--- src/rtl/stopwatch_pkg.sv ---
// Shared definitions for the stopwatch controller: FSM encoding and default timing.

package stopwatch_pkg;

  typedef enum logic [1:0] {
    S_IDLE  = 2'd0,
    S_RUN   = 2'd1,
    S_PAUSE = 2'd2,
    S_DONE  = 2'd3
  } sw_state_e;

  localparam int unsigned DEFAULT_CLK_PER_MS = 2500;
  localparam int unsigned DEFAULT_CNT_W      = 16;

  // Lap capture is only meaningful while a measurement is in progress.
  function automatic logic lap_allowed(sw_state_e st);
    return (st == S_RUN) || (st == S_PAUSE);
  endfunction

endpackage

--- src/rtl/ms_prescaler.sv ---
// Enabled, clearable divider producing a one-cycle tick every CLK_PER_MS enabled cycles.
// The phase is kept while disabled so a paused measurement resumes mid-millisecond.

module ms_prescaler
  import stopwatch_pkg::*;
#(
  parameter int unsigned CLK_PER_MS = DEFAULT_CLK_PER_MS
) (
  input  logic clk,
  input  logic rst,
  input  logic en,
  input  logic clr,
  output logic tick
);

  localparam int unsigned PW = (CLK_PER_MS > 1) ? $clog2(CLK_PER_MS) : 1;
  localparam logic [PW-1:0] PreMax = PW'(CLK_PER_MS - 1);

  logic [PW-1:0] pre_q, pre_d;

  assign tick = en && (pre_q == PreMax);

  always_comb begin
    pre_d = pre_q;
    if (clr) begin
      pre_d = '0;
    end else if (tick) begin
      pre_d = '0;
    end else if (en) begin
      pre_d = pre_q + PW'(1);
    end
  end

  always_ff @(posedge clk) begin
    if (rst) begin
      pre_q <= '0;
    end else begin
      pre_q <= pre_d;
    end
  end

endmodule

--- src/rtl/stopwatch_ctrl.sv ---
// Start/stop/clear/lap stopwatch built on a millisecond prescaler, with an optional alarm
// that freezes the count at the threshold. All outputs are registered.

module stopwatch_ctrl
  import stopwatch_pkg::*;
#(
  parameter int unsigned CLK_PER_MS = DEFAULT_CLK_PER_MS,
  parameter int unsigned CNT_W      = DEFAULT_CNT_W
) (
  input  logic             clk,
  input  logic             rst,
  input  logic             start,
  input  logic             stop,
  input  logic             clear,
  input  logic             lap,
  input  logic             alarm_en,
  input  logic [CNT_W-1:0] alarm_val,
  output logic [CNT_W-1:0] count,
  output logic [CNT_W-1:0] lap_val,
  output logic             lap_valid,
  output logic             running,
  output logic             alarm,
  output logic             ovf,
  output logic [1:0]       state
);

  sw_state_e        state_q, state_d;
  logic [CNT_W-1:0] count_q, count_d;
  logic [CNT_W-1:0] lap_val_q, lap_val_d;
  logic             lap_valid_q, lap_valid_d;
  logic             alarm_q, alarm_d;
  logic             ovf_q, ovf_d;
  logic             running_q, running_d;

  logic             tick;
  logic             presc_en;
  logic [CNT_W-1:0] count_inc;
  logic             wrap;
  logic             hit;
  logic             lap_take;

  // stop and clear both suppress a tick landing in the same cycle.
  assign presc_en = (state_q == S_RUN) && !stop && !clear;

  ms_prescaler #(
    .CLK_PER_MS(CLK_PER_MS)
  ) u_prescaler (
    .clk (clk),
    .rst (rst),
    .en  (presc_en),
    .clr (clear),
    .tick(tick)
  );

  assign count_inc = count_q + CNT_W'(1);
  assign wrap      = (count_q == '1);
  assign hit       = alarm_en && tick && (count_inc == alarm_val);
  // Lap is the lowest-priority command; any other command in the same cycle wins.
  assign lap_take  = lap && !clear && !stop && !start && lap_allowed(state_q);

  always_comb begin
    state_d     = state_q;
    count_d     = count_q;
    lap_val_d   = lap_val_q;
    lap_valid_d = 1'b0;
    alarm_d     = 1'b0;
    ovf_d       = 1'b0;

    if (clear) begin
      state_d   = S_IDLE;
      count_d   = '0;
      lap_val_d = '0;
    end else begin
      if (lap_take) begin
        lap_val_d   = count_q;
        lap_valid_d = 1'b1;
      end
      if (tick) begin
        count_d = count_inc;
        ovf_d   = wrap;
      end
      unique case (state_q)
        S_IDLE: begin
          if (!stop && start) state_d = S_RUN;
        end
        S_RUN: begin
          if (stop) begin
            state_d = S_PAUSE;
          end else if (hit) begin
            state_d = S_DONE;
            alarm_d = 1'b1;
          end
        end
        S_PAUSE: begin
          if (!stop && start) state_d = S_RUN;
        end
        S_DONE: begin
          state_d = S_DONE;
        end
      endcase
    end

    running_d = (state_d == S_RUN);
  end

  always_ff @(posedge clk) begin
    if (rst) begin
      state_q     <= S_IDLE;
      count_q     <= '0;
      lap_val_q   <= '0;
      lap_valid_q <= 1'b0;
      alarm_q     <= 1'b0;
      ovf_q       <= 1'b0;
      running_q   <= 1'b0;
    end else begin
      state_q     <= state_d;
      count_q     <= count_d;
      lap_val_q   <= lap_val_d;
      lap_valid_q <= lap_valid_d;
      alarm_q     <= alarm_d;
      ovf_q       <= ovf_d;
      running_q   <= running_d;
    end
  end

  assign count     = count_q;
  assign lap_val   = lap_val_q;
  assign lap_valid = lap_valid_q;
  assign running   = running_q;
  assign alarm     = alarm_q;
  assign ovf       = ovf_q;
  assign state     = state_q;

endmodule

--- config.mk ---
export PLATFORM = sky130hd
export DESIGN_NAME = stopwatch_ctrl
export DESIGN_NICKNAME = d
export VERILOG_FILES = /design/src/rtl/stopwatch_pkg.sv /design/src/rtl/ms_prescaler.sv /design/src/rtl/stopwatch_ctrl.sv
export SDC_FILE = /design/constraint.sdc
export NUM_CORES = 1
export LEC_CHECK = 0
export BUFFER_PORTS_ARGS = -buffer_cell sky130_fd_sc_hd__buf_2
export CELL_PAD_IN_SITES_DETAIL_PLACEMENT = 1
export CELL_PAD_IN_SITES_GLOBAL_PLACEMENT = 2
export CORE_MARGIN = 4
export CORE_UTILIZATION = 31
export DETAILED_ROUTE_END_ITERATION = 6
export PLACE_DENSITY_LB_ADDON = 0.1
export SYNTH_ARGS = -nofsm -noshare
export SYNTH_HDL_FRONTEND = slang
export SYNTH_SLANG_ARGS = --single-unit
--- constraint.sdc ---
create_clock -name clk -period 2.5 [get_ports clk]
set_input_delay 0 -clock clk [delete_from_list [all_inputs] [get_ports clk]]
set_output_delay 0 -clock clk [all_outputs]
set_load 0.05 [all_outputs]
==> impl_metrics.env <==
export IMPL_cts_sink_count=50
export IMPL_path_class="flop to flop"
export IMPL_period_needed_ps=2270
export IMPL_ys_seq_area_share_pct=38.4
export IMPL_p_total_uw=1470
export IMPL_p_leak_uw=0.00116
export IMPL_comb_power_share_pct=5.9
export IMPL_grt_max_degree=37
export IMPL_worst_slew_pin_slew_ps=731
export IMPL_hp_class="primary input to flop"
export IMPL_clock_fmax_ghz=0.441
export IMPL_r2r_start="count[1]"
export IMPL_num_nets_final=403
export IMPL_final_max_slew_viol_count=0
export IMPL_ys_ff_latch=50
export IMPL_hold_violations=0
export IMPL_wl_per_cell_um=15.6
export IMPL_synth_cells=318
export IMPL_clkTransAtPathRegs_ps=100
export IMPL_rsz0062_at_grt="false"
export IMPL_powerDensity_nw_per_um2=468
export IMPL_drc=0
export IMPL_clockPowerShare_pct=39.8
export IMPL_diodes=0
export IMPL_grtUsageTotal_pct=15.5
export IMPL_first_pass_iters=4
export IMPL_dieArea_um2=9930
export IMPL_start_util_pct=31.8
export IMPL_setup_tns_ps=0
export IMPL_routed_wl_um=7520
export IMPL_viasPerCell=4.88
export IMPL_vias=2351
export IMPL_globalRouteOverflowTotal=0
export IMPL_post_cts_buffers=0
export IMPL_syn_to_final_growth_pct=20.5
export IMPL_numCtsBuffers=5
export IMPL_finalClockSkew_ps=15.0
export IMPL_syn_num_nets=345
export IMPL_syn_area_um2=2600
export IMPL_sw_frac_of_total_pct=22.9
export IMPL_end_kind="flop"
export IMPL_h_tree_depth=2
export IMPL_worstPathArrival_ps=2460
export IMPL_core_area_um2=8180
export IMPL_grt_pass1_vias=2465
export IMPL_crit_path_start_kind="flop"
export IMPL_gp_congestion=0.790
export IMPL_pre_cts_slack_ps=168
export IMPL_syn_area_per_cell_um2=8.19
export IMPL_clock_latency_ps=300
export IMPL_post_place_cells=473
export IMPL_ios=61
export IMPL_internal_power_uw=1130
export IMPL_ant_nets=0
export IMPL_maxSlewHeadroom_pct=51.3
export IMPL_cts_root_buf="clkbuf_8"
export IMPL_hpwl_um=5820
export IMPL_startpoint="count[1]"
export IMPL_final_layout_size_suffix_gt1_share_pct=23.6
export IMPL_ys_types=44
export IMPL_cts_buffer_depth=2
export IMPL_power_ir_vdd_worst_mv=0.414
export IMPL_n_fill_cell=1007
export IMPL_pwr_share_seq_pct=54.3
export IMPL_grt_pass1_wl_um=12400
export IMPL_setup_ws_ps=234
export IMPL_port_buffers=60
export IMPL_antenna_found_initial=0
export IMPL_cap_viol_max_count=0
export IMPL_die_height_um=99.6
export IMPL_tritoncts="yes"
export IMPL_period_share_pct=90.7
export IMPL_ys_warnings_count=0
export IMPL_finalNonFillerCells=482
export IMPL_path_max_fanout=8
export IMPL_fp_row_count=33
export IMPL_holdCritStartpoint="clear"
export IMPL_setup_viol=0
export IMPL_switchingPower_uw=337
export IMPL_outcome="finished clean"
export IMPL_drtIter0Drc=63
export IMPL_dieWidth_um=99.6
export IMPL_required_ps=2690
==> per-stage QoR <==
stage                     utilization [%]  cell area, µm²  hold slack, ps
after CTS                            38.3            3130            41.3
final                                38.4            3140            49.2
after detailed placement             36.8            3010             238
after floorplan                         -            2610            69.1
after global routing                 38.4            3140            49.3
after global placement               36.8            3010             234
==> cells by family after synthesis <==
group	Yosys count	synth area share, %
adder cells (fa/ha/maj)	4	1.92
XOR/XNOR	47	15.8
AO/OA/AOI/OAI	36	8.36
buffers and inverters	25	4.80
multiplexers	2	0.769
AND/OR/NAND/NOR	154	29.9
flip-flops	50	38.4
==> sequential cells by signal (all words and copies together), names as in the netlist <==
signal / flops
lap_val: 16
ovf: 1
alarm: 1
running: 1
count: 16
lap_valid: 1
state: 2
u_prescaler.pre_q: 12
==> final cells by class <==
class	instances	area (µm²)	share of cell area, %
repair buffers	72	393	12.5
clock buffers	6	72.6	2.31
multi-input cells	243	1490	47.4
inverters	4	15.0	0.478
clock inverters	2	37.5	1.20
well taps	105	131	4.19
flip-flops and latches	50	1000	31.9
==> worst max-delay path, stage by stage (launching register included) <==
cell,delay (ps)
dfxtp_2,410
ha_2,280
or3b_2,450
a211oi_1,250
nor3_1,100
nor4b_1,310
nand4_1,180
and3_1,180
==> Yosys cell counts (all sizes together) <==
cell     instances  area [µm²]
dfxtp           50        1000
nand2           48         180
nor2            41         154
xnor2           28         245
a21oi           22         110
xor2            19         166
clkbuf          12        47.6
nand3           12        65.1
nand4           10        68.8
buf              9        62.6
nor3             7        35.0
nor4             7        50.1
and3             6        37.5
ha               4        50.1
inv              4        15.0
nor3b            4        35.0
and4             3        26.3
nand2b           3        18.8
o21ai            3        15.0
a211oi           2        15.0
a31oi            2        12.5
mux2i            2        20.0
nor4b            2        17.5
o2111ai          2        17.5
o211ai           2        15.0
or2              2        12.5
or3              2        12.5
or3b             2        17.5
a2111oi          1        15.0
a211o            1        8.76
and3b            1        8.76
and4bb           1        12.5
nand3b           1        7.51
nand4b           1        8.76
nor4bb           1        10.0
o2bb2ai          1        8.76
==> worst paths after layout <==
check | endpoint | slack (ps) | cells after the start
worst max-delay path | running | 230 | 7
worst min-delay path | state[1] | 50 | 3
worst max register to register | running | 230 | 7
worst min register to register | lap_val[15] | 460 | 2
==> per-layer routing <==
metal | up-vias | share of wire, % | GRT usage [%] | routed length (µm)
met5 | - | 0 | 0 | 0
li1 | 1195 | - | - | -
met2 | 37 | 49 | 27.1 | 3700
met4 | 0 | 0.90 | 3.05 | 68
met1 | 1115 | 47 | 20.1 | 3540
met3 | 4 | 2.8 | 2.59 | 213
==> repair_timing <==
action	CTS	global route
setup endpoints to repair	0	4
hold buffers	1	0
endpoints found under the hold margin	3	0
resized for setup	0	2
==> layout by cell type, fill, tap and decap left out, drive strengths merged, types with 7 or more instances in the layout <==
cell type	Yosys	final
dfxtp	50	50
nand3	12	12
nor4	7	7
xnor2	28	28
nand2	48	48
a21oi	22	22
buf	9	71
nand4	10	10
nor2	41	41
xor2	19	19
nor3	7	7
==> power by group through the flow <==
stage          logic, µW  clock network, µW  registers [µW]
2_1_floorplan       43.5                  0             820
3_3_place_gp        85.4                  0             816
3_5_place_dp        86.3                  0             816
4_1_cts             87.7                606             798
5_1_grt             95.5                632             798
6_report            86.0                584             798
Note: power is estimated with default switching activity, not from simulation.
